### src/rtl/timing_pulse_sequencer_if.sv
// rtl/timing_pulse_sequencer_if.sv - control and pulse-train signal bundle for the timing pulse sequencer
interface timing_pulse_sequencer_if #(
  parameter int NUM_PULSES = 12,
  parameter int CNT_WIDTH  = 16
);
  localparam int PHASE_W = $clog2(NUM_PULSES);

  logic                  enable;
  logic                  step_mode;
  logic                  step;
  logic                  stall;
  logic [NUM_PULSES-1:0] tp;
  logic [PHASE_W-1:0]    phase;
  logic                  mct_done;
  logic                  busy;
  logic [CNT_WIDTH-1:0]  mct_count;

  modport master (
    output enable, step_mode, step, stall,
    input  tp, phase, mct_done, busy, mct_count
  );

  modport slave (
    input  enable, step_mode, step, stall,
    output tp, phase, mct_done, busy, mct_count
  );
endinterface

### src/rtl/timing_pulse_sequencer.sv
// rtl/timing_pulse_sequencer.sv - one-hot timing pulse train per memory cycle time with run/step/stall control
module timing_pulse_sequencer #(
  parameter int NUM_PULSES     = 12,
  parameter int CLKS_PER_PULSE = 1,
  parameter int CNT_WIDTH      = 16
) (
  input  logic                          clk,
  input  logic                          reset,
  timing_pulse_sequencer_if.slave       bus
);
  localparam int PHASE_W = $clog2(NUM_PULSES);
  localparam int DWELL_W = (CLKS_PER_PULSE > 1) ? $clog2(CLKS_PER_PULSE) : 1;
  localparam logic [DWELL_W-1:0]    DWELL_LAST = DWELL_W'(CLKS_PER_PULSE - 1);
  localparam logic [PHASE_W-1:0]    PHASE_LAST = PHASE_W'(NUM_PULSES - 1);
  localparam logic [NUM_PULSES-1:0] TP_FIRST   = NUM_PULSES'(1);

  typedef enum logic [1:0] {IDLE, RUN, RUN_ONE} state_t;

  state_t                state_q, state_n;
  logic [NUM_PULSES-1:0] tp_q, tp_n;
  logic [PHASE_W-1:0]    phase_q, phase_n;
  logic [DWELL_W-1:0]    dwell_q, dwell_n;
  logic                  done_q, done_n;
  logic                  busy_q, busy_n;
  logic [CNT_WIDTH-1:0]  count_q, count_n;

  always_ff @(posedge clk) begin
    if (reset) begin
      state_q <= IDLE;
      tp_q    <= '0;
      phase_q <= '0;
      dwell_q <= '0;
      done_q  <= 1'b0;
      busy_q  <= 1'b0;
      count_q <= '0;
    end else begin
      state_q <= state_n;
      tp_q    <= tp_n;
      phase_q <= phase_n;
      dwell_q <= dwell_n;
      done_q  <= done_n;
      busy_q  <= busy_n;
      count_q <= count_n;
    end
  end

  always_comb begin
    state_n = state_q;
    tp_n    = tp_q;
    phase_n = phase_q;
    dwell_n = dwell_q;
    done_n  = 1'b0;
    count_n = count_q;
    case (state_q)
      IDLE: begin
        tp_n    = '0;
        phase_n = '0;
        dwell_n = '0;
        if (bus.enable && !bus.step_mode) begin
          state_n = RUN;
          tp_n    = TP_FIRST;
        end else if (bus.step_mode && bus.step) begin
          state_n = RUN_ONE;
          tp_n    = TP_FIRST;
        end
      end
      RUN, RUN_ONE: begin
        // step is deliberately not looked at here: a request during an MCT is dropped
        if (!bus.stall) begin
          if (dwell_q != DWELL_LAST) begin
            dwell_n = dwell_q + DWELL_W'(1);
          end else if (phase_q != PHASE_LAST) begin
            dwell_n = '0;
            phase_n = phase_q + PHASE_W'(1);
            tp_n    = tp_q << 1;
          end else begin
            done_n  = 1'b1;
            count_n = count_q + CNT_WIDTH'(1);
            dwell_n = '0;
            phase_n = '0;
            if (state_q == RUN && bus.enable && !bus.step_mode) begin
              tp_n = TP_FIRST;
            end else begin
              state_n = IDLE;
              tp_n    = '0;
            end
          end
        end
      end
      default: begin
        state_n = IDLE;
        tp_n    = '0;
        phase_n = '0;
        dwell_n = '0;
      end
    endcase
    busy_n = (state_n != IDLE);
  end

  assign bus.tp        = tp_q;
  assign bus.phase     = phase_q;
  assign bus.mct_done  = done_q;
  assign bus.busy      = busy_q;
  assign bus.mct_count = count_q;
endmodule

### src/flat_wrapper.sv
// flat-port wrapper written by rule: the top's interface ports become plain ports
module timing_pulse_sequencer_flat 
#(
  parameter int NUM_PULSES     = 12,
  parameter int CLKS_PER_PULSE = 1,
  parameter int CNT_WIDTH      = 16
)
  (clk, reset, bus_enable, bus_step_mode, bus_step, bus_stall, bus_tp, bus_phase, bus_mct_done, bus_busy, bus_mct_count);
  timing_pulse_sequencer_if #(.NUM_PULSES(NUM_PULSES), .CNT_WIDTH(CNT_WIDTH)) bus_i ();
  input  logic clk;
  input  logic reset;
  input wire logic [$bits(bus_i.enable)-1:0] bus_enable;
  input wire logic [$bits(bus_i.step_mode)-1:0] bus_step_mode;
  input wire logic [$bits(bus_i.step)-1:0] bus_step;
  input wire logic [$bits(bus_i.stall)-1:0] bus_stall;
  output wire logic [$bits(bus_i.tp)-1:0] bus_tp;
  output wire logic [$bits(bus_i.phase)-1:0] bus_phase;
  output wire logic [$bits(bus_i.mct_done)-1:0] bus_mct_done;
  output wire logic [$bits(bus_i.busy)-1:0] bus_busy;
  output wire logic [$bits(bus_i.mct_count)-1:0] bus_mct_count;
  assign bus_i.enable = bus_enable;
  assign bus_i.step_mode = bus_step_mode;
  assign bus_i.step = bus_step;
  assign bus_i.stall = bus_stall;
  assign bus_tp = bus_i.tp;
  assign bus_phase = bus_i.phase;
  assign bus_mct_done = bus_i.mct_done;
  assign bus_busy = bus_i.busy;
  assign bus_mct_count = bus_i.mct_count;
  timing_pulse_sequencer #(.NUM_PULSES(NUM_PULSES), .CLKS_PER_PULSE(CLKS_PER_PULSE), .CNT_WIDTH(CNT_WIDTH)) u_core (.clk(clk), .reset(reset), .bus(bus_i));
endmodule
### config.mk
export PLATFORM = sky130hd
export DESIGN_NAME = timing_pulse_sequencer_flat
export DESIGN_NICKNAME = d
export VERILOG_FILES = /design/src/rtl/timing_pulse_sequencer_if.sv /design/src/rtl/timing_pulse_sequencer.sv /design/src/flat_wrapper.sv
export SDC_FILE = /design/constraint.sdc
export NUM_CORES = 1
export LEC_CHECK = 0
export CORE_ASPECT_RATIO = 1.2
export CORE_UTILIZATION = 51
export DETAILED_ROUTE_END_ITERATION = 10
export HOLD_SLACK_MARGIN = 0.05
export PLACE_DENSITY = 0.83
export SLEW_MARGIN = 20
export SYNTH_ARGS = -nofsm -noshare
export SYNTH_HDL_FRONTEND = slang
export SYNTH_SLANG_ARGS = --single-unit
### constraint.sdc
create_clock -name clk -period 4.1 [get_ports clk]
set_input_delay 0.82 -clock clk [delete_from_list [all_inputs] [get_ports clk]]
set_output_delay 0.82 -clock clk [all_outputs]
set_load 0.05 [all_outputs]
==> metrics.yaml <==
drt:
  drtAntennaViolNets: 0
  drt-pass1-iter-count: 4
  via_per_inst: 5.776
  wirelength_um: 3468
  drt_iter0_markers: 44
  routedWlPerCell_um: 14.16
  drc: 0
  vias: 1415
clocking:
  cts_buffer_depth: 2
  path_clk_slew_ns: 0.10
  htreeDepth: 2
  cts_setup_buffers: 0
  postCtsHoldBufs: 0
  cts_root_buf: "clkbuf_4"
  cts_tree: "done"
  clkLatencyLatePin_ns: 0.34
  clock_sinks: 36
  postCtsResizedCells: 0
  numCtsBuffers: 5
power_and_ir_drop:
  ir_worst_vdd_uv: 289.2
  p_leak_uw: 0.0006924
  power_uw: 646.2
  pwr_density_cell_nw_per_um2: 318.2
logic_synthesis:
  synth_seq_area_share_pct: 46.08
  ys.flop_type: "dfxtp_1"
  synth_area_um2: 1564
  synthCells: 172
  postSynth.asyncResetShare_pct: 0
  syn_avg_cell_area_um2: 9.093
  syn-num-nets: 183
  ys_seq_elements: 36
  yosysUniqueCellTypes: 38
  ys_warn_count: 0
  synth_edf_count: 0
grt:
  antenna_found_initial: 0
  grt_pass1_wl_um: 6009
  overflow: 0
  grt_usage_pct: 24.42
  grt_pass1_vias: 1325
  grt_max_degree: 34
sta:
  final.min_clock_period_ns: 2.556
  rsz0062_at_grt: "false"
  finalHoldViolCount: 0
  fin_crit_sh_pct: 62.34
  max_freq_ghz: 0.3913
  relSlewSlack_pct: 62.36
  setup_viol: 0
  fin_tns_setup_ns: 0
  skew_ns: 0.007183
  tightest_slew_ns: 0.5646
  slew_viol_final: 0
worst_hold_path:
  hold_path.class: "reg2reg"
  hp-start: "u_core.bus.mct_count[1]"
  hold_depth: 2
  min_to: "u_core.bus.mct_count[1]"
setup_path:
  slowest_delay_ns: 0.61
  cp-end-kind: "flop"
  worst_path_max_delay_cell: "or4b_1"
  r2r_setup_slack_ns: 1.73
  worstPathArrival_ns: 2.83
  timing.rr.start: "u_core.state_q[0]"
  crit_path_start_kind: "primary input"
  crit_type: "in2reg"
  path_buf_inv: 1
  rr_endpoint: "u_core.bus.mct_count[14]"
  path_cells: "clkdlybuf4s50_1 -> nand4bb_4 -> or4b_1 -> or3_1 -> a21oi_1"
  required_ns: 4.37
  crit_family: "simple AND/OR/NAND/NOR gates"
  rr_worst_depth: 6
  crit_path_max_fanout: 10
floorplan:
  row_count: 21
  start_util_pct: 54.61
  core_area_um2: 2864
  die_h_um: 62.66
  die_area_um2: 3293
  ios: 40
  die_x_um: 52.55
final_layout:
  area_growth_pct: 29.84
  drive_above_1_share_pct: 5.213
  diodes: 0
  fin_nets: 221
job:
  drv_cap: 0
place:
  gp_congestion: 0.7394
  place_hpwl_um: 2540
  port-buffer-count: 39
status:
  status: "completed"
## synth_stat cells (2+ instances only)
| cell type | number | share of area [%] |
|---|---|---|
| a22oi_1 | 11 | 5.3 |
| inv_1 | 5 | 1.2 |
| or3_1 | 8 | 3.2 |
| nand3_1 | 6 | 1.9 |
| a32oi_1 | 2 | 1.1 |
| nor2_1 | 24 | 5.8 |
| and3_1 | 2 | 0.80 |
| nand2_1 | 6 | 1.4 |
| o21ai_0 | 10 | 3.2 |
| dfxtp_1 | 36 | 46 |
| ha_1 | 5 | 4.0 |
| or4_1 | 2 | 0.96 |
| xnor2_1 | 3 | 1.7 |
| nand4_1 | 4 | 1.6 |
| buf_2 | 3 | 0.96 |
| a21oi_1 | 11 | 3.5 |
| xor2_1 | 5 | 2.8 |
| nor3_1 | 4 | 1.3 |
| clkbuf_1 | 5 | 1.2 |
| nand2b_1 | 2 | 0.80 |
## cells by family after synthesis
family                     Yosys count  synth area share, %
and+or+nand+nor                     68                24.48
AOI/OAI and AO/OA                   40                16.24
DFF                                 36                46.08
buffers and inverters               14                4.080
xor gates and xnor gates             8                4.480
adders and majority gates            5                4.000
muxes                                1               0.6400
## worst min-delay path, cell delays in order (launching register included)
cell and delay [ns]:
dfxtp_1 0.35, nand2_1 0.06, a21oi_1 0.05
## power by group
group / switching (uW) / internal (uW) / total [uW]
combinational: 32.1 / 18.2 / 50.3
sequential: 2.78 / 353 / 356
clock: 112 / 128 / 240
## worst max path at each step
stage	from	depth (start not counted)	to	slack (ns)
floorplan	bus_stall	6	u_core.bus.mct_count[14]	1.81
global placement	bus_stall	5	u_core.bus.mct_count[12]	1.27
detailed placement	bus_stall	5	u_core.bus.mct_count[12]	1.18
CTS	bus_stall	5	u_core.bus.mct_count[12]	1.54
global route	bus_stall	5	u_core.bus.mct_count[10]	1.41
finish	bus_stall	5	u_core.bus.mct_count[14]	1.54
## layer usage
layer  vias to the layer above  part of all wire (%)  track usage, %
met2                        32                    52           40.51
met3                         9                   3.5           5.839
met1                       682                    43           28.70
met5                         -                     0               0
li1                        692                     -               -
met4                         0                   1.6           11.18
## registers in the layout, indices dropped and copies added (netlist names)
name,count
u_core.bus.mct_count,16
u_core.bus.tp,12
u_core.bus.phase,4
u_core.state_q,2
u_core.bus.busy,1
u_core.bus.mct_done,1
## cell type report
type | instances | area, um2
timing repair buffer | 40 | 392.9
multi-input combinational | 122 | 779.5
tap | 34 | 42.54
sequential | 36 | 720.7
clock inverter | 2 | 35.03
inverter | 5 | 18.77
clock buffer | 6 | 41.29
fill | 240 | 833.3
## stage by stage
| step | cell area [um2] | util [%] | cells | setup slack (ns) | hold WS [ns] |
|---|---|---|---|---|---|
| 2_1_floorplan | 1564 | - | 172 | 1.810 | 0.5449 |
| 3_3_place_gp | 1959 | 68.41 | 237 | 1.265 | 0.4719 |
| 3_5_place_dp | 1959 | 68.41 | 237 | 1.180 | 0.4900 |
| 4_1_cts | 2036 | 71.08 | 245 | 1.540 | 0.5034 |
| 5_1_grt | 2031 | 70.90 | 245 | 1.414 | 0.5395 |
| 6_report | 2031 | 70.90 | 245 | 1.544 | 0.5004 |
## layout by cell type (no fill, tap or decap), types with 5 or more instances in the layout
cell type / instances
a21oi_1: 11
a22oi_1: 11
clkbuf_4: 5
clkdlybuf4s50_1: 38
dfxtp_1: 36
ha_1: 5
inv_1: 5
nand2_1: 6
nand3_1: 6
nor2_1: 24
o21ai_0: 10
or3_1: 8
xor2_1: 5
Note: power is estimated with default switching activity, not from simulation.
